==> src/rtl/uart_pkg.sv <==
// rtl/uart_pkg.sv - shared UART constants and transmit-FIFO state encoding
// Contents:
//   UART_DW          character width, matching the transmitter data input
//   tx_fifo_state_e  launch sequencer states: IDLE, LAUNCH, BUSY
package uart_pkg;

    localparam int UART_DW = 9;

    typedef enum logic [1:0] {
        IDLE   = 2'd0,
        LAUNCH = 2'd1,
        BUSY   = 2'd2
    } tx_fifo_state_e;

endpackage

==> src/rtl/uart_sync_fifo.sv <==
// rtl/uart_sync_fifo.sv - single-clock FIFO with level counter, flush and sticky overflow
// Ports:
//   clk_i, rst_ni        clock, async active-low reset
//   clear_i              synchronous flush of pointers, level and overflow flag
//   wr_en_i, wr_data_i   push request and data
//   rd_en_i              pop request (ignored while empty or flushing)
//   rd_data_o            head entry, combinational read of the storage array
//   full_o, empty_o      level_o == DEPTH / level_o == 0
//   level_o              entries held
//   overflow_o           sticky: push attempted while full
module uart_sync_fifo #(
    parameter int DEPTH = 16,
    parameter int DW    = 9
) (
    input  logic                         clk_i,
    input  logic                         rst_ni,
    input  logic                         clear_i,
    input  logic                         wr_en_i,
    input  logic [DW-1:0]                wr_data_i,
    input  logic                         rd_en_i,
    output logic [DW-1:0]                rd_data_o,
    output logic                         full_o,
    output logic                         empty_o,
    output logic [$clog2(DEPTH+1)-1:0]   level_o,
    output logic                         overflow_o
);

    localparam int AW = $clog2(DEPTH);
    localparam int LW = $clog2(DEPTH+1);

    logic [DW-1:0] mem_q [DEPTH];
    logic [AW-1:0] wr_ptr_q, rd_ptr_q;
    logic [LW-1:0] level_q, level_d;
    logic          overflow_q;
    logic          push, pop;

    assign full_o     = (level_q == LW'(DEPTH));
    assign empty_o    = (level_q == '0);
    assign level_o    = level_q;
    assign overflow_o = overflow_q;
    assign rd_data_o  = mem_q[rd_ptr_q];

    // full_o is taken before any same-cycle pop, so a push into a full FIFO is
    // dropped even when a slot frees up on the same edge. Flush wins over both.
    assign push = wr_en_i & ~full_o  & ~clear_i;
    assign pop  = rd_en_i & ~empty_o & ~clear_i;

    always_comb begin
        level_d = level_q;
        case ({push, pop})
            2'b10:   level_d = level_q + LW'(1);
            2'b01:   level_d = level_q - LW'(1);
            default: level_d = level_q;
        endcase
    end

    always_ff @(posedge clk_i) begin
        if (push) begin
            mem_q[wr_ptr_q] <= wr_data_i;
        end
    end

    always_ff @(posedge clk_i or negedge rst_ni) begin
        if (!rst_ni) begin
            wr_ptr_q   <= '0;
            rd_ptr_q   <= '0;
            level_q    <= '0;
            overflow_q <= 1'b0;
        end else if (clear_i) begin
            wr_ptr_q   <= '0;
            rd_ptr_q   <= '0;
            level_q    <= '0;
            overflow_q <= 1'b0;
        end else begin
            if (push) wr_ptr_q <= wr_ptr_q + AW'(1);
            if (pop)  rd_ptr_q <= rd_ptr_q + AW'(1);
            level_q <= level_d;
            if (wr_en_i && full_o) overflow_q <= 1'b1;
        end
    end

endmodule

==> src/rtl/uart_tx_fifo.sv <==
// rtl/uart_tx_fifo.sv - transmit character queue and launch sequencer for the UART transmitter
// Optional feature macro: UART_TX_FIFO_WM_EN (adds wm_level_i / tx_wm_o low watermark).
// Ports:
//   clk_i, rst_ni          clock, async active-low reset
//   en_i                   UART enable; no new launch while low
//   clear_i                flush queue and overflow flag
//   wr_en_i, wr_data_i     bus-side character push
//   full_o, empty_o        queue status
//   level_o                entries held
//   overflow_o             sticky push-while-full flag
//   tx_start_o, tx_data_o  launch request and head character to the transmitter
//   tx_rdy_i               transmitter idle; falling edge means character accepted
//   wm_level_i, tx_wm_o    (macro only) tx_wm_o = registered (level_o <= wm_level_i)
module uart_tx_fifo
    import uart_pkg::*;
#(
    parameter int DEPTH = 16,
    parameter int DW    = UART_DW
) (
    input  logic                         clk_i,
    input  logic                         rst_ni,
    input  logic                         en_i,
    input  logic                         clear_i,
    input  logic                         wr_en_i,
    input  logic [DW-1:0]                wr_data_i,
    output logic                         full_o,
    output logic                         empty_o,
    output logic [$clog2(DEPTH+1)-1:0]   level_o,
    output logic                         overflow_o,
    output logic                         tx_start_o,
    output logic [DW-1:0]                tx_data_o,
    input  logic                         tx_rdy_i
`ifdef UART_TX_FIFO_WM_EN
    ,
    input  logic [$clog2(DEPTH+1)-1:0]   wm_level_i,
    output logic                         tx_wm_o
`endif
);

    tx_fifo_state_e state_q;
    logic           tx_start_q;
    logic           accept;

    // Acceptance is the transmitter dropping tx_rdy_i while the start is offered.
    // A flush on that same edge suppresses the pop inside the FIFO; the
    // character already captured by the transmitter still goes out.
    assign accept     = (state_q == LAUNCH) & ~tx_rdy_i;
    assign tx_start_o = tx_start_q;

    uart_sync_fifo #(
        .DEPTH (DEPTH),
        .DW    (DW)
    ) u_fifo (
        .clk_i      (clk_i),
        .rst_ni     (rst_ni),
        .clear_i    (clear_i),
        .wr_en_i    (wr_en_i),
        .wr_data_i  (wr_data_i),
        .rd_en_i    (accept),
        .rd_data_o  (tx_data_o),
        .full_o     (full_o),
        .empty_o    (empty_o),
        .level_o    (level_o),
        .overflow_o (overflow_o)
    );

    always_ff @(posedge clk_i or negedge rst_ni) begin
        if (!rst_ni) begin
            state_q    <= IDLE;
            tx_start_q <= 1'b0;
        end else begin
            unique case (state_q)
                IDLE: begin
                    if (!empty_o && en_i && tx_rdy_i && !clear_i) begin
                        state_q    <= LAUNCH;
                        tx_start_q <= 1'b1;
                    end
                end
                LAUNCH: begin
                    if (!tx_rdy_i) begin
                        state_q    <= BUSY;
                        tx_start_q <= 1'b0;
                    end else if (!en_i || clear_i) begin
                        state_q    <= IDLE;
                        tx_start_q <= 1'b0;
                    end
                end
                BUSY: begin
                    if (tx_rdy_i) begin
                        state_q <= IDLE;
                    end
                end
                default: begin
                    state_q    <= IDLE;
                    tx_start_q <= 1'b0;
                end
            endcase
        end
    end

`ifdef UART_TX_FIFO_WM_EN
    logic tx_wm_q;

    always_ff @(posedge clk_i or negedge rst_ni) begin
        if (!rst_ni) begin
            tx_wm_q <= 1'b1;
        end else begin
            tx_wm_q <= (level_o <= wm_level_i);
        end
    end

    assign tx_wm_o = tx_wm_q;
`endif

endmodule

==> config.mk <==
export PLATFORM = sky130hd
export DESIGN_NAME = uart_tx_fifo
export DESIGN_NICKNAME = d
export VERILOG_FILES = /design/src/rtl/uart_pkg.sv /design/src/rtl/uart_sync_fifo.sv /design/src/rtl/uart_tx_fifo.sv
export SDC_FILE = /design/constraint.sdc
export NUM_CORES = 1
export LEC_CHECK = 0
export ABC_AREA = 1
export BUFFER_PORTS_ARGS = -buffer_cell sky130_fd_sc_hd__buf_2
export CAP_MARGIN = 20
export CORE_UTILIZATION = 50
export CTS_BUF_LIST = sky130_fd_sc_hd__clkbuf_2
export CTS_CLUSTER_SIZE = 14
export DETAILED_ROUTE_END_ITERATION = 10
export PLACE_DENSITY = 0.77
export RECOVER_POWER = 100
export SLEW_MARGIN = 15
export SYNTH_ARGS = -nofsm -noshare
export SYNTH_HDL_FRONTEND = slang
export SYNTH_SLANG_ARGS = --single-unit
==> constraint.sdc <==
create_clock -name clk_i -period 2.15 [get_ports clk_i]
set_input_delay 0 -clock clk_i [delete_from_list [all_inputs] [get_ports clk_i]]
set_output_delay 0 -clock clk_i [all_outputs]
set_load 0.05 [all_outputs]
==> results.cfg, run 1 <==
[logic_synthesis]
yosysSeqAreaShare = 0.708
synth_nets = 583
syn_area_sq_um = 6710
ys_ff_latch = 161
synthDistinctLibCells = 33
syn_inst = 561
ys_warn_count = 0
syn_area_per_cell_sq_um = 12.0

[cts]
cts_max_path_buffers = 2
cts_made_buffers = 17
cts_tree = done
cts_sinks = 161
clk_root_buffer_cell = clkbuf_2
clk_latency_ns = 0.72
clkTransAtPathRegs_ns = 0.22
htree_levels = 4

[placed_design]
dpl_worst_slack_ns = 0.157
place.detailed.hpwl_um = 9750
portBuffers = 32
placement.cell_area_sq_um = 7240
gp_congestion = 0.873

[routing]
wl_per_cell_um = 20.9
ant_nets = 0
wirelength_um = 17800
dr.pass1.iters = 6
viasPerCell = 5.96
drc = 0
drt_iter0_drc = 621
vias = 5084

[floorplan]
core-area_sq_um = 12900
die-area_sq_um = 13900
boundaryPins = 33
die_w_um = 118
initial_core_util = 0.521
die_h_um = 118
num_rows = 41

[global_route]
antenna_found_initial = 0
overflow = 0
grt_max_degree = 31
track_usage = 0.256
grt_pass1_vias = 5069
grt_first_pass_wirelength_um = 26400

[cells_and_area]
drive_above_1_share = 0.245
fillers = 911
fin_nets = 690
fin_area_sq_um = 8380
antenna_cells = 0
area_growth_pct = 24.9

[timing]
hold_ws_ns = 0.332
postLayoutSetupSlackWorst_ns = -0.352
tns_ns = -2.91
slew_headroom = 0.410
fin_crit_sh = 1.16
max_slew.worst_pin.slew_ns = 0.882
setup_violations = 11
hold_viol = 0
rsz0062_at_grt = yes
report.final.slew_viol_count = 0
fmax_mhz = 400
min_period_ns = 2.50
fin_worst_skew_ns = 0.0354

[critical_path]
cp_data_arrival_time_ns = 2.50
cp-end-kind = primary output
path_max_fanout = 6
crit_required_ns = 2.15
cp-start-kind = flop
crit_type = reg -> out

[min_path]
hold_class = in -> reg

[pwr]
p_leak_uw = 0.00311
peakVddDrop_v = 0.000348
powerDensity_nw_per_um2 = 679
p_total_uw = 5690

[run]
cap_violations = 0

[outcome]
violations = setup timing
status = finished, violations left
## final timing paths
kind / start / to / slack, ns / depth (start not counted)
worst min-delay path: clear_i / u_fifo.rd_ptr_q[2] / 0.33 / 4
min in group asynchronous: rst_ni / u_fifo.rd_ptr_q[1] / 0.39 / 3
worst max register to register: u_fifo.level_o[2] / u_fifo.level_o[4] / -0.07 / 15
worst min register to register: tx_start_o / tx_start_o / 0.56 / 2
worst max-delay path: u_fifo.rd_ptr_q[1] / tx_data_o[3] / -0.35 / 10
max in group asynchronous: rst_ni / u_fifo.rd_ptr_q[0] / 1.18 / 3
## cells by family after synthesis
group | count (synthesis) | share of synthesized area
xor gates and xnor gates | 2 | 0.00261
adders and majority gates | 7 | 0.0130
DFF | 161 | 0.708
AOI/OAI and AO/OA | 109 | 0.0934
buffers and inverters | 53 | 0.0319
and+or+nand+nor | 229 | 0.151
## final cells by class
cell class / instances / area [sq um] / share of cell area
sequential: 161 / 4750 / 0.567
multi-input combinational: 347 / 1910 / 0.228
timing repair buffer: 115 / 1130 / 0.135
tap: 172 / 215 / 0.0257
inverter: 26 / 136 / 0.0163
clock buffer: 24 / 120 / 0.0143
clock inverter: 8 / 118 / 0.0140
## cell usage after synthesis (all sizes together)
master	count	area [sq um]
ha	7	87.6
clkbuf	15	56.3
a21oi	16	80.1
nor3	12	60.1
xnor2	1	8.76
and3	1	6.26
o21a	1	7.51
a311oi	7	61.3
buf	12	55.1
xor2	1	8.76
nor2	60	251
nand3b	1	7.51
nand4	8	50.1
o22ai	12	75.1
o21ai	62	310
nand2	114	443
o221ai	8	70.1
edfxtp	144	4320
inv	26	103
nand3	33	198
dfrtp	17	425
a211oi	2	15.0
o21bai	1	7.51
## what timing repair did
action	CTS	global route
pin swaps	17	11
hold buffers	17	0
cloned	7	0
setup endpoints to repair	9	13
resized for setup	66	32
setup buffers	19	11
hold endpoints to repair	284	0
## metal layers
metal	vias to the layer above	GRT usage	part of all wire
met1	2441	0.296	0.36
met4	0	0.149	0.047
met2	324	0.442	0.52
met5	-	0	0
met3	73	0.0514	0.073
li1	2246	-	-
## cells in the final DEF, fill, tap and decap left out, drive strengths merged, types with 3 or more instances in the layout
master	n
bufinv	3
dlygate4sd3	17
dfrtp	17
bufbuf	3
a21oi	16
nand3	33
ha	7
nor3	12
o22ai	12
a311oi	7
o221ai	8
clkinv	6
buf	62
clkbuf	57
nand4	8
nand2	114
nor2	60
o21ai	62
edfxtp	144
inv	23
## power breakdown
group | internal [uW] | switching [uW]
clock | 675 | 978
combinational | 173 | 385
sequential | 3450 | 33.2
total | 4300 | 1400
## flip-flops by register name, indices dropped and copies added, names as in the netlist
| register | flops |
|---|---|
| tx_start_o | 1 |
| state_q | 2 |
| u_fifo.overflow_o | 1 |
| u_fifo.level_o | 5 |
| u_fifo.rd_ptr_q | 4 |
| u_fifo.wr_ptr_q | 4 |
| u_fifo.mem_q | 144 |
## per-stage QoR
step | instances | utilization
global route | 853 | 0.651
global placement | 768 | 0.562
CTS | 843 | 0.644
finish | 853 | 0.651
detailed placement | 768 | 0.562
floorplan | 561 | -
## critical path, cell delays in order (launching register included)
cell	delay, ns
dfrtp_1	0.46
buf_6	0.14
nand2_4	0.08
clkinvlp_4	0.19
buf_4	0.20
nand2_2	0.05
a21oi_1	0.04
a311oi_2	0.23
o21ai_1	0.11
nand2_1	0.10
buf_6	0.16
Note: power is estimated with default switching activity, not from simulation.
==> inputs of run 2 (changes only) <==
ABC_AREA = 0   (was 1)
==> run 2 against run 1 <==
Against the previous run:
- the run still ends with setup timing left
- non-clock buffer count down 23
- setup slack worse by 0.18 ns
- wire length down 25%
- flip-flop and latch count unchanged
- register-to-register slack worse by 0.44 ns
- power down 3.8%
- critical endpoint is now tx_data_o[7]
- utilization down 2.6 points
- maximum frequency down 6.7%
- sequential power about the same
- hold slack worse by 0.087 ns
- via count down 28%
- highest routed layer unchanged
- combinational power down 11%
==> results.cfg, run 2 <==
[global_route]
track_usage = 0.211
antenna_found_initial = 0
grt_first_pass_wirelength_um = 20200
grt_max_degree = 21
grt_pass1_vias = 3706
overflow = 0

[cells_and_area]
antenna_cells = 0
largest_register = u_fifo.mem_q
final_cell_mix = edfxtp_1, buf_4, mux4_2, nor2_1, clkbuf_2
drive_above_1_share = 0.371
multi_input_area_sq_um = 2010
final_util = 0.625
largest_reg_flops = 144
seq_area_sq_um = 4760
stdcell_count = 655
fin_area_sq_um = 7980
fin_nets = 494
fillers = 908
area_growth_pct = 20.4
layout_commonest_cell = edfxtp_1
largest_registers = u_fifo.mem_q x144, u_fifo.level_o x5

[min_path]
hold_start = clear_i
hold_class = in -> reg

[pwr]
p_leak_uw = 0.00267
p_total_uw = 5480
powerDensity_nw_per_um2 = 686
peakVddDrop_v = 0.000686

[logic_synthesis]
synth_area_leader_cell = edfxtp_1
synth_top_family_by_area = multiplexers
synthMuxAreaShare = 0.128
ys_top_cells_by_area = edfxtp_1, mux4_2, dfrtp_1, mux2_2, nor2_1
synthArstFlopShare = 0.106
synth_edf_count = 144
syn_area_sq_um = 6630
synth_nets = 398
synthDistinctLibCells = 41
ys_ff_latch = 161
synth_simple_gate_area_frac = 0.0591
synth_top_area_share = 0.652
syn_area_per_cell_sq_um = 17.6
ys_warn_count = 0
synthTopCellsByCount = edfxtp_1, nor2_1, mux4_2, mux2_2, dfrtp_1
syn_inst = 376
synth_compound_gate_area_share = 0.0557
yosysMostFrequentCell = edfxtp_1
yosys.area_share.adder = 0.0132
yosysSeqAreaShare = 0.717
yosys.area_share.xor_xnor = 0.0132
synthFlopType = edfxtp_1

[outcome]
violations = setup timing
status = finished, violations left

[floorplan]
boundaryPins = 33
initial_core_util = 0.519
core-area_sq_um = 12800
die-area_sq_um = 13700
num_rows = 41
die_h_um = 117
die_w_um = 117

[timing]
hold_viol = 0
min_period_ns = 2.68
max_slew.worst_pin.slew_ns = 0.813
slew_headroom = 0.458
report.final.slew_viol_count = 0
postLayoutSetupSlackWorst_ns = -0.533
setup_violations = 32
fin_worst_skew_ns = 0.0356
fin_crit_sh = 1.25
fmax_mhz = 373
rsz0062_at_grt = yes

[placed_design]
place.detailed.hpwl_um = 8510
portBuffers = 32
gp_congestion = 0.792
placement.cell_area_sq_um = 7260
dp.cells = 596

[cts]
clk_root_buffer_cell = clkbuf_2
htree_levels = 4
cts_max_path_buffers = 2
cts_made_buffers = 17
clk_latency_ns = 0.72
cts_tree = done
clkTransAtPathRegs_ns = 0.21
cts_sinks = 161

[critical_path]
crit_start = u_fifo.rd_ptr_q[0]
r2r-start = u_fifo.level_o[3]
cp-start-kind = flop
crit_top_cell = buf_12
crit_slowest_cell = mux4_2
crit_chain = buf_12 -> buf_12 -> mux4_2 -> a21o_1 -> a221o_1 -> buf_6
crit_type = reg -> out
crit_buf_inv = 3
cp-end-kind = primary output
crit_family = compound AO/OA/AOI/OAI gates
cp_data_arrival_time_ns = 2.68
path_max_fanout = 9
cpPeakStageDelay_ns = 0.49
crit_required_ns = 2.15

[routing]
drt_iter0_drc = 275
dr.pass1.iters = 4
vias = 3643
wirelength_um = 13300
wl_per_cell_um = 20.3
drc = 0
viasPerCell = 5.56
ant_nets = 0

[run]
cap_violations = 0
==> run 2: cell types whose count changed in the layout (fill, tap and decap cells not counted), moves of 18 or more <==
cell | previous run | this run
clkbuf_2 | 39 | 19
mux4_2 | 0 | 27
nand2_1 | 107 | 12
nand3_1 | 29 | 1
nor2_1 | 54 | 20
o21ai_0 | 39 | 7
o21ai_1 | 18 | 0
==> run 2: what timing repair did <==
action / CTS / global route
setup endpoints to repair: 27 / 131
hold endpoints to repair: 178 / 0
pin swaps: 5 / 6
setup buffers: 6 / 5
hold buffers: 18 / 0
gates resized for setup: 41 / 29
cloned: 1 / 1
==> run 2: layout make-up <==
class / instances / share of cell area
inverter: 6 / 0.00282
multi-input combinational: 194 / 0.252
clock buffer: 18 / 0.0113
sequential: 161 / 0.596
timing repair buffer: 92 / 0.0962
clock inverter: 12 / 0.0149
tap: 172 / 0.0270
==> run 2: final timing paths <==
path | slack (ns) | depth (start not counted) | to
worst min register to register | 0.60 | 2 | tx_start_o
worst max-delay path | -0.53 | 6 | tx_data_o[7]
worst max register to register | -0.51 | 9 | u_fifo.level_o[4]
max in group asynchronous | 1.24 | 3 | u_fifo.level_o[2]
worst min-delay path | 0.25 | 4 | u_fifo.level_o[1]
min in group asynchronous | 0.37 | 3 | tx_start_o
==> run 2: worst register-to-register path: stages, from the launching register on <==
cell and delay [ns]:
dfrtp_2 0.47, or4_1 0.57, o211ai_4 0.23, xnor2_2 0.08, ha_2 0.19, or3_4 0.33
a21oi_2 0.15, mux2i_1 0.09, or3_1 0.33, a21oi_1 0.14
==> run 2: logic make-up after synthesis <==
kind of cell,after synthesis
AOI/OAI and AO/OA,47
xor gates and xnor gates,10
adders and majority gates,7
buffers and inverters,21
DFF,161
muxes,49
and+or+nand+nor,81
==> run 2: report_power, final <==
| part | switching (uW) | internal [uW] | total (uW) |
|---|---|---|---|
| clock network | 996 | 511 | 1510 |
| logic | 305 | 190 | 495 |
| registers | 26.3 | 3450 | 3470 |
| total | 1330 | 4150 | 5480 |
==> run 2: layer usage <==
layer / up-vias / global-route usage / share of wire / wire (um)
li1: 1680 / - / - / -
met2: 95 / 0.365 / 0.53 / 7060
met1: 1850 / 0.262 / 0.41 / 5450
met3: 18 / 0.0443 / 0.042 / 556
met5: - / 0 / 0 / 0
met4: 0 / 0.0827 / 0.016 / 206
==> run 2: per-stage QoR <==
step,hold WS [ns],setup slack (ns),setup TNS [ns]
floorplan,-0.296,-0.536,-0.701
global placement,-0.0608,-0.280,-0.320
detailed placement,-0.0567,-0.396,-0.475
CTS,0.131,-0.594,-5.51
global route,0.200,-0.644,-20.39
finish,0.245,-0.533,-5.52
